[config.mk]
export PLATFORM = sky130hd
export DESIGN_NAME = muldiv_sequencer
export DESIGN_NICKNAME = d
export VERILOG_FILES = /design/src/rtl/muldiv_pkg.sv /design/src/rtl/muldiv_div_step.sv /design/src/rtl/muldiv_sequencer.sv
export SDC_FILE = /design/constraint.sdc
export NUM_CORES = 1
export LEC_CHECK = 0
export BUFFER_PORTS_ARGS = -buffer_cell sky130_fd_sc_hd__buf_2
export CAP_MARGIN = 5
export CORE_MARGIN = 5
export CORE_UTILIZATION = 39
export CTS_BUF_LIST = sky130_fd_sc_hd__clkbuf_8
export DETAILED_ROUTE_END_ITERATION = 8
export PLACE_DENSITY_LB_ADDON = 0.15
export RECOVER_POWER = 25
export SETUP_SLACK_MARGIN = 0.05
export SKIP_LAST_GASP = 1
export SYNTH_ARGS = -nofsm -noshare
export SYNTH_HDL_FRONTEND = slang
export SYNTH_SLANG_ARGS = --single-unit
[constraint.sdc]
create_clock -name clk -period 3.3 [get_ports clk]
set_clock_uncertainty 0.2 [all_clocks]
set_input_delay 0.66 -clock clk [delete_from_list [all_inputs] [get_ports clk]]
set_output_delay 0.66 -clock clk [all_outputs]
set_load 0.05 [all_outputs]
[src/rtl/muldiv_pkg.sv]
// Shared definitions for the RV32M multiply/divide sequencer.
// Latency: n/a (types, constants and a decode helper only).
// Backpressure: n/a.
package muldiv_pkg;

    localparam int XLEN_DEFAULT = 32;

    // funct3 encodings of the M extension
    localparam logic [2:0] F3_MUL    = 3'b000;
    localparam logic [2:0] F3_MULH   = 3'b001;
    localparam logic [2:0] F3_MULHSU = 3'b010;
    localparam logic [2:0] F3_MULHU  = 3'b011;
    localparam logic [2:0] F3_DIV    = 3'b100;
    localparam logic [2:0] F3_DIVU   = 3'b101;
    localparam logic [2:0] F3_REM    = 3'b110;
    localparam logic [2:0] F3_REMU   = 3'b111;

    typedef enum logic [2:0] {
        ST_IDLE = 3'd0,
        ST_MUL  = 3'd1,
        ST_DIV  = 3'd2,
        ST_FIX  = 3'd3,
        ST_DONE = 3'd4
    } state_t;

    // funct3[2] separates the divide class from the multiply class
    function automatic logic is_div_op(input logic [2:0] f3);
        return f3[2];
    endfunction

endpackage

[src/rtl/muldiv_div_step.sv]
// One restoring-division step: shift the next dividend bit into the partial remainder, subtract if it fits.
// Latency: combinational.
// Backpressure: none; the caller decides when to register the result.
// Ports: rem/quot/divisor in -> rem_nxt/quot_nxt out (quot doubles as the dividend shift register).
module muldiv_div_step #(
    parameter int XLEN = 32
) (
    input  logic [XLEN-1:0] rem,
    input  logic [XLEN-1:0] quot,
    input  logic [XLEN-1:0] divisor,
    output logic [XLEN-1:0] rem_nxt,
    output logic [XLEN-1:0] quot_nxt
);

    logic [XLEN:0] cand;
    logic [XLEN:0] diff;
    logic          fits;

    always_comb begin
        cand     = {rem, quot[XLEN-1]};
        diff     = cand - {1'b0, divisor};
        // rem < divisor on entry, so a non-negative difference always fits in XLEN bits;
        // bit XLEN set therefore means the subtraction borrowed.
        fits     = ~diff[XLEN];
        rem_nxt  = fits ? diff[XLEN-1:0] : cand[XLEN-1:0];
        quot_nxt = {quot[XLEN-2:0], fits};
    end

endmodule

[src/rtl/muldiv_sequencer.sv]
// RV32M multi-cycle MUL/DIV controller for EX: shift-add multiply, restoring divide, sign fix-up.
// Latency: done_o in cycle XLEN+2 counting the accept cycle as 0; divide special cases (and
//   multiplies when MULDIV_FAST_MUL_EN is defined) finish in cycle 2.
// Backpressure: stall_o freezes IF/ID/EX until the DONE cycle; flush_i aborts with no done_o.
// Ports: clk, rst_n (sync, active-low); start_i/funct3_i/op_a_i/op_b_i/rd_i/flush_i in;
//   stall_o, busy_o, done_o, result_o, rd_o out.
// Build option: MULDIV_FAST_MUL_EN selects a single-cycle (XLEN+1)x(XLEN+1) signed multiply.
module muldiv_sequencer
    import muldiv_pkg::*;
#(
    parameter int XLEN = XLEN_DEFAULT
) (
    input  logic            clk,
    input  logic            rst_n,
    input  logic            start_i,
    input  logic [2:0]      funct3_i,
    input  logic [XLEN-1:0] op_a_i,
    input  logic [XLEN-1:0] op_b_i,
    input  logic [4:0]      rd_i,
    input  logic            flush_i,
    output logic            stall_o,
    output logic            busy_o,
    output logic            done_o,
    output logic [XLEN-1:0] result_o,
    output logic [4:0]      rd_o
);

    localparam int CNT_W = $clog2(XLEN);
    localparam logic [CNT_W-1:0] CNT_LAST = CNT_W'(XLEN - 1);
    localparam logic [XLEN-1:0]  MIN_NEG  = {1'b1, {(XLEN-1){1'b0}}};

    state_t            state, state_nxt;
    logic [2:0]        f3_q;
    logic [4:0]        rd_q;
    logic [2*XLEN-1:0] acc_q;     // MUL: {hi, lo} product; DIV: {rem, quot}; special: lo = result
    logic [XLEN-1:0]   b_q;       // multiplicand / divisor magnitude
    logic              neg_q;     // negate product or quotient in FIX
    logic              rneg_q;    // negate remainder in FIX
    logic              special_q; // result already sitting in acc_q low half
    logic [CNT_W-1:0]  cnt_q;

    // accept-time decode
    logic            acc_go;
    logic            op_is_div;
    logic            a_signed, b_signed;
    logic            sa, sb;
    logic [XLEN-1:0] a_mag, b_mag;
    logic            div_zero, div_ovf, div_special;
    logic [XLEN-1:0] special_res;

    always_comb begin
        acc_go    = (state == ST_IDLE) && start_i && !flush_i;
        op_is_div = is_div_op(funct3_i);
        if (op_is_div) begin
            a_signed = ~funct3_i[0];
            b_signed = ~funct3_i[0];
        end else begin
            a_signed = (funct3_i == F3_MULH) || (funct3_i == F3_MULHSU);
            b_signed = (funct3_i == F3_MULH);
        end
        sa          = a_signed & op_a_i[XLEN-1];
        sb          = b_signed & op_b_i[XLEN-1];
        a_mag       = sa ? -op_a_i : op_a_i;
        b_mag       = sb ? -op_b_i : op_b_i;
        div_zero    = (op_b_i == '0);
        div_ovf     = ~funct3_i[0] && (op_a_i == MIN_NEG) && (op_b_i == '1);
        div_special = op_is_div && (div_zero || div_ovf);
        // funct3[1] marks REM/REMU
        if (div_zero) special_res = funct3_i[1] ? op_a_i : '1;
        else          special_res = funct3_i[1] ? '0 : MIN_NEG;
    end

    // multiply step: conditionally add the multiplicand into the high half, then shift right
    logic [XLEN:0]     mul_sum;
    logic [2*XLEN-1:0] mul_nxt;

    always_comb begin
        mul_sum = {1'b0, acc_q[2*XLEN-1:XLEN]} + (acc_q[0] ? {1'b0, b_q} : '0);
        mul_nxt = {mul_sum, acc_q[XLEN-1:1]};
    end

    logic [XLEN-1:0] rem_nxt, quot_nxt;

    muldiv_div_step #(.XLEN(XLEN)) u_div_step (
        .rem      (acc_q[2*XLEN-1:XLEN]),
        .quot     (acc_q[XLEN-1:0]),
        .divisor  (b_q),
        .rem_nxt  (rem_nxt),
        .quot_nxt (quot_nxt)
    );

`ifdef MULDIV_FAST_MUL_EN
    logic signed [XLEN:0]     fa, fb;
    logic signed [2*XLEN+1:0] fprod;

    always_comb begin
        fa    = {a_signed & op_a_i[XLEN-1], op_a_i};
        fb    = {b_signed & op_b_i[XLEN-1], op_b_i};
        fprod = fa * fb;
    end
`endif

    // fix-up: restore signs and pick the requested half / quotient / remainder
    logic [2*XLEN-1:0] prod_fix;
    logic [XLEN-1:0]   fix_res;

    always_comb begin
        prod_fix = neg_q ? -acc_q : acc_q;
        fix_res  = '0;
        if (special_q) begin
            fix_res = acc_q[XLEN-1:0];
        end else if (!is_div_op(f3_q)) begin
            fix_res = (f3_q == F3_MUL) ? prod_fix[XLEN-1:0] : prod_fix[2*XLEN-1:XLEN];
        end else if (f3_q[1]) begin
            fix_res = rneg_q ? -acc_q[2*XLEN-1:XLEN] : acc_q[2*XLEN-1:XLEN];
        end else begin
            fix_res = neg_q ? -acc_q[XLEN-1:0] : acc_q[XLEN-1:0];
        end
    end

    // next state
    always_comb begin
        state_nxt = state;
        case (state)
            ST_IDLE: begin
                if (acc_go) begin
                    if (op_is_div)        state_nxt = div_special ? ST_FIX : ST_DIV;
                    else begin
`ifdef MULDIV_FAST_MUL_EN
                                          state_nxt = ST_FIX;
`else
                                          state_nxt = ST_MUL;
`endif
                    end
                end
            end
            ST_MUL, ST_DIV: begin
                if (flush_i)              state_nxt = ST_IDLE;
                else if (cnt_q == CNT_LAST) state_nxt = ST_FIX;
            end
            ST_FIX:                       state_nxt = flush_i ? ST_IDLE : ST_DONE;
            ST_DONE:                      state_nxt = ST_IDLE;
            default:                      state_nxt = ST_IDLE;
        endcase
    end

    always_ff @(posedge clk) begin
        if (!rst_n) state <= ST_IDLE;
        else        state <= state_nxt;
    end

    // datapath
    always_ff @(posedge clk) begin
        if (!rst_n) begin
            f3_q      <= '0;
            rd_q      <= '0;
            acc_q     <= '0;
            b_q       <= '0;
            neg_q     <= 1'b0;
            rneg_q    <= 1'b0;
            special_q <= 1'b0;
            cnt_q     <= '0;
            result_o  <= '0;
            rd_o      <= '0;
        end else begin
            case (state)
                ST_IDLE: begin
                    if (acc_go) begin
                        f3_q      <= funct3_i;
                        rd_q      <= rd_i;
                        b_q       <= b_mag;
                        cnt_q     <= '0;
                        neg_q     <= sa ^ sb;
                        rneg_q    <= sa;
                        special_q <= div_special;
                        if (div_special) begin
                            acc_q <= {{XLEN{1'b0}}, special_res};
                        end else if (op_is_div) begin
                            acc_q <= {{XLEN{1'b0}}, a_mag};
                        end else begin
`ifdef MULDIV_FAST_MUL_EN
                            acc_q <= fprod[2*XLEN-1:0];
                            neg_q <= 1'b0;
`else
                            acc_q <= {{XLEN{1'b0}}, a_mag};
`endif
                        end
                    end
                end
                ST_MUL: begin
                    acc_q <= mul_nxt;
                    cnt_q <= cnt_q + CNT_W'(1);
                end
                ST_DIV: begin
                    acc_q <= {rem_nxt, quot_nxt};
                    cnt_q <= cnt_q + CNT_W'(1);
                end
                ST_FIX: begin
                    if (!flush_i) begin
                        result_o <= fix_res;
                        rd_o     <= rd_q;
                    end
                end
                default: ;
            endcase
        end
    end

    assign busy_o  = (state != ST_IDLE);
    assign done_o  = (state == ST_DONE);
    assign stall_o = ((state == ST_IDLE) && start_i) || (state == ST_MUL) ||
                     (state == ST_DIV) || (state == ST_FIX);

endmodule

==> results of run 1 <==
-- power breakdown --
part	internal [W]	leakage [nW]	switching [W]	total, W
sequential	0.00198	1.25	0.000117	0.00209
clock	0.000710	0.199	0.000861	0.00157
combinational	0.00197	6.58	0.00256	0.00453
-- sequential cells by signal (all words and copies together) (netlist names) --
| signal | flops |
|---|---|
| acc_q | 64 |
| b_q | 32 |
| result_o | 32 |
| cnt_q | 5 |
| rd_o | 5 |
| rd_q | 5 |
| f3_q | 3 |
| state | 3 |
| neg_q | 1 |
| rneg_q | 1 |
| special_q | 1 |
-- kinds of logic (layout without fill, tap and decap cells) --
family          count (synthesis)  in the layout  synth area share
compound gates                738            738             0.317
buf+inv                       250            572            0.0649
flops                         152            152             0.202
simple gates                  701            701             0.236
xor+xnor                      161            161            0.0938
mux                            35             35            0.0240
other cells                     0              1                 0
fa+ha+maj                      73             73            0.0618
-- what timing repair did --
action,4_1_cts,5_1_grt
buffers inserted,3,14
setup endpoints to repair,29,58
endpoints found under the hold margin,0,0
pin swaps,12,42
resized for setup,35,110
-- final cells by class --
cell class	instances	area, um^2
fill	3976	19100
multi-input combinational	1708	11600
timing repair buffer	471	3320
sequential	152	3060
tap	518	648
inverter	69	265
clock buffer	18	248
clock inverter	14	164
antenna	1	2.50
-- worst paths after layout --
path / from / to / cells past startpoint
setup / recovery: acc_q[38]$_SDFFE_PN0P_ / result_o[28]$_SDFFE_PN0P_ / 10
hold / removal: rd_i[3] / rd_q[3]$_SDFFE_PN0P_ / 3
setup reg to reg: acc_q[38]$_SDFFE_PN0P_ / result_o[28]$_SDFFE_PN0P_ / 10
hold reg to reg: b_q[30]$_SDFFE_PN0P_ / b_q[30]$_SDFFE_PN0P_ / 2
-- routing by layer --
layer,vias to the layer above,global-route usage,share of wire
met5,-,0,0
met4,0,0.0939,0.027
met3,102,0.0408,0.074
met2,744,0.460,0.44
met1,8477,0.432,0.46
li1,8424,-,-
-- critical path: cells and delay by family (launching register included) --
family | cells | cell delay, ns
compound gates | 2 | 0.29
simple gates | 6 | 2.12
buf+inv | 1 | 0.13
flops | 1 | 0.34
xor+xnor | 1 | 0.18
-- per-stage QoR --
stage / util / cells
6_report: 0.502 / 2951
5_1_grt: 0.502 / 2950
4_1_cts: 0.490 / 2936
3_3_place_gp: 0.475 / 2901
2_1_floorplan: - / 2110
3_5_place_dp: 0.475 / 2901
-- cell usage in the layout (no fill, tap or decap), types with 26 or more instances in the layout --
cell type / netlist / layout
nor3_1: 69 / 65
a211oi_1: 45 / 42
buf_2: 12 / 79
mux2i_1: 27 / 26
nand4_1: 28 / 28
o31ai_1: 33 / 29
inv_1: 68 / 56
o21ai_0: 158 / 143
nand2_1: 161 / 157
a221oi_1: 33 / 28
xor2_1: 68 / 66
a21o_1: 42 / 42
buf_4: 0 / 342
o211ai_1: 33 / 33
a21oi_1: 198 / 186
xnor2_1: 93 / 90
clkbuf_1: 155 / 37
nand3_1: 41 / 37
nor2_1: 196 / 192
or3_1: 30 / 27
ha_1: 71 / 60
dfxtp_1: 152 / 141
a22oi_1: 28 / 27
==> results.toml, run 1 <==
[drt]
vias = 17747
drt_iter0_markers = 1640
vias_per_cell = 6.01
ant_nets = 0
drt-total-wl_um = 65100
drt_first_pass_iters = 6
drc_errors = 0
avgRoutedWirePerCell_um = 22.1

[timing]
finalHoldViolCount = 0
tightest_slew_ns = 0.826
finalSetupTns_ns = -0.0732
fin_crit_sh = 1.02
clock.fmax_mhz = 298
setup_slack_ns = -0.0532
drv_slew = 0
rsz0062_at_grt = "yes"
finalHoldWorstSlack_ns = 0.199
timing.slew.headroom = 0.448
fin_crit_ns = 3.35
setup_viol = 2

[synthesis]
synth.ff_latch_count = 152
synth_top_flop_cell = "dfxtp_1"
ys_top_cells_by_count = "198 x a21oi_1, 196 x nor2_1, 161 x nand2_1"
syn_area_per_cell_um2 = 7.12
synth_fp_nets = 2259
async_flop_share = 0
ys_types = 81
synth_edf_count = 0
yosysWarnings = 0
synthTopCellsByArea = "dfxtp_1 20%, a21oi_1 6.6%, ha_1 5.9%"
ys_seq_area_frac = 0.202
syn_inst = 2110
syn_area_mm2 = 0.0150
synth_top_area_frac = 0.202
yosysMostFrequentCell = "a21oi_1"
yosys.area.top_type = "dfxtp_1"

[setup_path]
crit_arrival_ns = 3.55
r2r_slack_ns = -0.05
worst-path-max-fanout = 4
critical_path_class = "register to register"
slowest_stage = "or4_4"
path_common_cell = "or4_4"
worstSetupEndpointType = "register"
crit_chain = "buf_4 -> or4_4 -> or4_4 -> or3_4 -> or4_4 -> nand2_2 -> xor2_1 -> o221ai_1 -> a21oi_1 -> nor3_1"
cp_slowest_stage_delay_ns = 0.57
worstSetupStartpointType = "register"
worstPathRequired_ns = 3.50

[placement]
dp_worst_setup_slack_ns = -0.331
post_dp_cell_area_mm2 = 0.0182
hpwl_um = 50800
finalWeightedCongestion = 0.949
io_buffers = 115

[layout]
finalInstanceArea_mm2 = 0.0193
syn2layout_area_growth_pct = 28.3
drive_above_1_share = 0.261
layout.nets = 2568

[grt]
antenna_found_initial = 0
grt_pass1_vias = 16913
track_usage = 0.299
grt_pass1_wl_um = 99600
gr-total-overflow = 0
grt_max_degree = 60

[outcome]
violations = "negative setup slack"
status = "finished, violations left"

[pwr]
power_density_mw_per_mm2 = 425
power_w = 0.00819
ir_drop_mv = 0.266
power_leakage_nw = 8.03

[clocking]
clk_path_buf_depth = 2
clk_pin_slew_ns = 0.10
tritoncts = "built"
cts-buffers-inserted = 17
cts_max_level = 4
ctsHoldBuffers = 0
cts.sink_count = 152
clk_latency_ns = 0.51
cts_root_buffer = "clkbuf_8"

[die]
core_area_mm2 = 0.0384
die_w_um = 206
die_h_um = 206
boundaryPins = 116
start_util = 0.392
num_rows = 72
die_area_mm2 = 0.0426

[hold_path]
hold_path_class = "input port to register"

[flow_run]
cap_violations = 0
No activity file was read; power rests on OpenSTA's default activity.
==> run 2, diff against run 1 <==
--- a/config.mk
+++ b/config.mk
@@ -11,6 +11,7 @@
 export CORE_UTILIZATION = 39
 export CTS_BUF_LIST = sky130_fd_sc_hd__clkbuf_8
 export DETAILED_ROUTE_END_ITERATION = 8
+export MAX_ROUTING_LAYER = met4
 export PLACE_DENSITY_LB_ADDON = 0.15
 export RECOVER_POWER = 25
 export SETUP_SLACK_MARGIN = 0.05
==> results.toml, run 2 (same netlist as run 1, synthesis figures left out) <==
[outcome]
status = "finished, violations left"
violations = "negative setup slack"

[placement]
hpwl_um = 53000
io_buffers = 115
finalWeightedCongestion = 0.967

[setup_path]
r2r_slack_ns = -0.02
worst-path-max-fanout = 4
slowest_stage = "or4_4"
worstSetupStartpointType = "register"
r2r-start = "acc_q[47]$_SDFFE_PN0P_"
reg2reg_to = "result_o[26]$_SDFFE_PN0P_"
cp.buffers_inverters = 1
cp_slowest_stage_delay_ns = 0.58
crit_family = "simple AND/OR/NAND/NOR gates"
critical_path_class = "register to register"
crit_chain = "buf_4 -> or4_4 -> or4_4 -> or4_4 -> or3_4 -> a21oi_1 -> a21oi_1 -> a21oi_2 -> nor2_1 -> nor3_2"
crit_arrival_ns = 3.55
worstPathRequired_ns = 3.53
rr_worst_depth = 10
worstSetupEndpointType = "register"
path_common_cell = "or4_4"

[pwr]
power_density_mw_per_mm2 = 437
p_sw_w = 0.00355
ir_drop_mv = 0.321
power_w = 0.00867
power_frac_comb = 0.544
switching_share = 0.409
power_leakage_nw = 8.31
pwr-share-clk = 0.215
seq_power_share = 0.240
p_int_w = 0.00512

[layout]
layout_commonest_cell = "buf_4"
top_register = "acc_q"
syn2layout_area_growth_pct = 32.0
largest_reg_flops = 64
top_regs = "acc_q: 64 flops, b_q: 32 flops, result_o: 32 flops"
layout_common_cells = "364 x buf_4, 188 x nor2_1, 185 x a21oi_1, 157 x nand2_1, 142 x o21ai_0"
utilization = 0.517
drive_above_1_share = 0.276
layout.nets = 2603

[drt]
vias = 18008
drt-total-wl_um = 68100
ant_nets = 0
vias_per_cell = 6.03
drt_first_pass_iters = 6
drc_errors = 0
drt_iter0_markers = 1878
avgRoutedWirePerCell_um = 22.8

[timing]
fin_crit_sh = 1.01
timing.slew.headroom = 0.506
finalHoldViolCount = 0
rsz0062_at_grt = "yes"
tightest_slew_ns = 0.736
drv_slew = 0
setup_slack_ns = -0.0226
setup_viol = 1
clock.fmax_mhz = 301
fin_crit_ns = 3.32
finalHoldWorstSlack_ns = 0.201

[clocking]
clk_path_buf_depth = 2
clk_latency_ns = 0.51
cts_max_level = 4
cts-buffers-inserted = 17
cts_root_buffer = "clkbuf_8"
tritoncts = "built"
ctsHoldBuffers = 0
cts.sink_count = 152
clk_pin_slew_ns = 0.09

[die]
num_rows = 72
start_util = 0.392
die_h_um = 206
die_w_um = 206
core_area_mm2 = 0.0384
boundaryPins = 116
die_area_mm2 = 0.0426

[hold_path]
hold_path_class = "input port to register"
hold_path.startpoint = "rd_i[2]"
hold-path-cell-count = 3
holdPathEnd = "rd_q[2]$_SDFFE_PN0P_"

[grt]
grt_pass1_vias = 17167
antenna_found_initial = 1
grt_max_degree = 60
track_usage = 0.319
grt_pass1_wl_um = 103000
gr-total-overflow = 0

[flow_run]
cap_violations = 0
==> run 2: cell count changes in the layout (fill, tap and decap cells not counted), sizes merged <==
| cell | before | now |
|---|---|---|
| buf | 434 | 467 |
| bufinv | 2 | 6 |
| clkbuf | 55 | 62 |
| clkinv | 6 | 3 |
| clkinvlp | 3 | 0 |
| inv | 72 | 68 |
==> run 2: power by group through the flow <==
stage	logic, W	registers (W)	clock network [W]
after floorplan	0.00240	0.00211	0
after global placement	0.00421	0.00211	0
after detailed placement	0.00421	0.00212	0
after CTS	0.00436	0.00208	0.00190
after global routing	0.00504	0.00210	0.00195
final	0.00472	0.00208	0.00187
==> run 2: tightest hold or removal path, delay by kind of cell <==
family | cells | cell delay [ns]
AND/OR/NAND/NOR | 1 | 0.04
AO/OA/AOI/OAI | 1 | 0.05
buffers and inverters | 1 | 0.10
==> run 2: metal layers <==
| layer | GRT usage | part of all wire | vias to the layer above |
|---|---|---|---|
| li1 | - | - | 8492 |
| met1 | 0.455 | 0.46 | 8681 |
| met2 | 0.476 | 0.44 | 758 |
| met3 | 0.0450 | 0.075 | 77 |
| met4 | 0.0772 | 0.019 | 0 |
| met5 | - | 0 | - |
==> run 2: timing repair <==
item / in CTS / in global routing
gates cloned: 1 / 0
resized for setup: 54 / 124
setup endpoints to repair: 22 / 53
setup buffers: 9 / 25
pin swaps: 19 / 59
endpoints found under the hold margin: 0 / 0
==> run 2: worst max-delay path by stage <==
stage               depth (start not counted)                    from                        end
floorplan                                  12  acc_q[33]$_SDFFE_PN0P_  result_o[28]$_SDFFE_PN0P_
global placement                           12               op_a_i[0]     acc_q[16]$_SDFFE_PN0P_
detailed placement                         12               op_a_i[0]     acc_q[16]$_SDFFE_PN0P_
CTS                                        10  acc_q[47]$_SDFFE_PN0P_  result_o[26]$_SDFFE_PN0P_
global route                               16   acc_q[0]$_SDFFE_PN0P_     acc_q[60]$_SDFFE_PN0P_
finish                                     10  acc_q[47]$_SDFFE_PN0P_  result_o[26]$_SDFFE_PN0P_
==> run 2: area by class of cell <==
type / instances / area (um^2)
Multi-Input combinational cell: 1708 / 11700
Antenna cell: 1 / 2.50
Clock buffer: 23 / 317
Timing Repair Buffer: 506 / 3650
Clock inverter: 8 / 189
Inverter: 69 / 263
Fill cell: 4003 / 18500
Tap cell: 518 / 648
Sequential cell: 152 / 3060
==> run 2: stage by stage <==
stage / setup TNS, ns / std cells / setup slack, ns / cell area, um^2
final: -0.0226 / 2985 / -0.0226 / 19800
after global routing: -1.40 / 2985 / -0.133 / 19800
after CTS: -0.0179 / 2959 / -0.00812 / 19200
after detailed placement: -7.96 / 2918 / -0.457 / 18400
after global placement: -5.60 / 2918 / -0.387 / 18400
after floorplan: 0 / 2110 / 0.0518 / 15000
==> run 3, diff against run 2 <==
--- a/config.mk
+++ b/config.mk
@@ -5,12 +5,12 @@
 export SDC_FILE = /design/constraint.sdc
 export NUM_CORES = 1
 export LEC_CHECK = 0
-export BUFFER_PORTS_ARGS = -buffer_cell sky130_fd_sc_hd__buf_2
 export CAP_MARGIN = 5
 export CORE_MARGIN = 5
-export CORE_UTILIZATION = 39
+export CORE_UTILIZATION = 40
 export CTS_BUF_LIST = sky130_fd_sc_hd__clkbuf_8
 export DETAILED_ROUTE_END_ITERATION = 8
+export DONT_BUFFER_PORTS = 1
 export MAX_ROUTING_LAYER = met4
 export PLACE_DENSITY_LB_ADDON = 0.15
 export RECOVER_POWER = 25
==> results.toml, run 3 (same netlist as run 1, synthesis figures left out) <==
[outcome]
status = "finished, violations left"
violations = "negative setup slack"

[drt]
vias = 17369
ant_nets = 0
drt_first_pass_iters = 6
vias_per_cell = 6.21
avgRoutedWirePerCell_um = 23.2
drt-total-wl_um = 64800
drt_iter0_markers = 1698
drc_errors = 0

[grt]
track_usage = 0.305
grt_max_degree = 61
antenna_found_initial = 1
gr-total-overflow = 0
grt_pass1_wl_um = 96400
grt_pass1_vias = 16288

[die]
die_h_um = 204
core_area_mm2 = 0.0374
die_area_mm2 = 0.0416
boundaryPins = 116
die_w_um = 204
start_util = 0.402
num_rows = 71

[clocking]
clk_path_buf_depth = 2
cts.sink_count = 152
tritoncts = "built"
cts_max_level = 4
clk_pin_slew_ns = 0.09
cts-buffers-inserted = 17
ctsHoldBuffers = 0
clk_latency_ns = 0.51
cts_root_buffer = "clkbuf_8"

[layout]
utilization = 0.496
top_regs = "acc_q: 64 flops, b_q: 32 flops, result_o: 32 flops"
drive_above_1_share = 0.227
top_register = "acc_q"
layout.nets = 2425
layout_commonest_cell = "buf_4"
largest_reg_flops = 64
fin_cells = 2797
syn2layout_area_growth_pct = 23.5
layout_common_cells = "302 x buf_4, 191 x nor2_1, 189 x a21oi_1, 157 x nand2_1, 142 x o21ai_0"
n_antenna_cell = 0

[timing]
rsz0062_at_grt = "yes"
finalHoldViolCount = 0
fin_crit_sh = 1.05
tightest_slew_ns = 0.762
timing.slew.headroom = 0.487
clock.fmax_mhz = 289
fin_crit_ns = 3.46
drv_slew = 0
setup_viol = 22
setup_slack_ns = -0.160

[placement]
place_inst = 2745
hpwl_um = 49800
finalWeightedCongestion = 1.01
io_buffers = 0
dp_worst_setup_slack_ns = -0.262

[pwr]
seq_power_share = 0.257
p_int_w = 0.00469
pwr-share-clk = 0.176
p_sw_w = 0.00350
power_frac_comb = 0.568
power_density_mw_per_mm2 = 441
switching_share = 0.427
ir_drop_mv = 0.279
power_leakage_nw = 7.56

[setup_path]
worstPathRequired_ns = 3.48
critical_path_class = "register to register"
crit_arrival_ns = 3.64
cp_slowest_stage_delay_ns = 0.42
worst-path-max-fanout = 7
worstSetupStartpointType = "register"
slowest_stage = "o41a_1"
worstSetupEndpointType = "register"
crit_chain = "inv_2 -> ha_4 -> fa_2 -> nor2b_2 -> o31a_1 -> o211ai_1 -> nand3_1 -> buf_6 -> o41a_1 -> nand2_4 -> buf_12 -> mux2_2 -> a222oi_1 -> nor2_1"

[flow_run]
cap_violations = 0

[hold_path]
hold_path_class = "input port to register"
-- run 3: worst paths after layout --
check,from,end,slack (ns),cells after the start
max,acc_q[31]$_SDFFE_PN0P_,acc_q[39]$_SDFFE_PN0P_,-0.16,14
min,rst_n,result_o[9]$_SDFFE_PN0P_,0.1,1
max reg2reg,acc_q[31]$_SDFFE_PN0P_,acc_q[39]$_SDFFE_PN0P_,-0.16,14
min reg2reg,rd_q[3]$_SDFFE_PN0P_,rd_o[3]$_SDFFE_PN0P_,0.25,2
-- run 3: critical path, delay by kind of cell, from the launching register on --
family,cells,cell delay (ns)
and+or+nand+nor,4,0.44
buffers and inverters,3,0.39
AOI/OAI and AO/OA,4,1.28
adders and majority gates,2,0.37
muxes,1,0.33
DFF,1,0.33
-- run 3: layout make-up --
type                    count  area, um^2
flip-flops and latches    152        3060
repair buffers            328        2650
well taps                 511         639
multi-input cells        1708       11600
inverters                  69         263
clock inverters            12         116
fillers                  3774       18800
clock buffers              17         234
-- run 3: what timing repair did --
action                     4_1_cts  5_1_grt
cloned                           0        1
gates resized for setup         44      111
setup endpoints to repair       32       47
buffers inserted                 7       15
pin swaps                       15       63
-- run 3: routing by layer --
| layer | track usage | share of wire | vias to the layer above |
|---|---|---|---|
| met2 | 0.463 | 0.44 | 791 |
| met4 | 0.0824 | 0.026 | 0 |
| li1 | - | - | 8140 |
| met3 | 0.0535 | 0.086 | 104 |
| met5 | - | 0 | - |
| met1 | 0.419 | 0.44 | 8334 |
-- run 3: metrics by stage --
stage	setup TNS, ns	total power, W	instance area (um^2)	hold WS, ns
global route	-5.26	0.00860	18600	0.0792
floorplan	0	0.00451	15000	0.232
finish	-1.69	0.00819	18600	0.0959
CTS	-0.125	0.00767	18000	0.0603
detailed placement	-3.54	0.00610	17400	0.250
global placement	-2.12	0.00608	17400	0.243
-- run 3: power groups by stage --
stage | registers, W | logic (W) | clock network [W]
after floorplan | 0.00211 | 0.00240 | 0
after global placement | 0.00213 | 0.00394 | 0
after detailed placement | 0.00214 | 0.00396 | 0
after CTS | 0.00210 | 0.00411 | 0.00146
after global routing | 0.00212 | 0.00495 | 0.00153
final | 0.00210 | 0.00465 | 0.00144
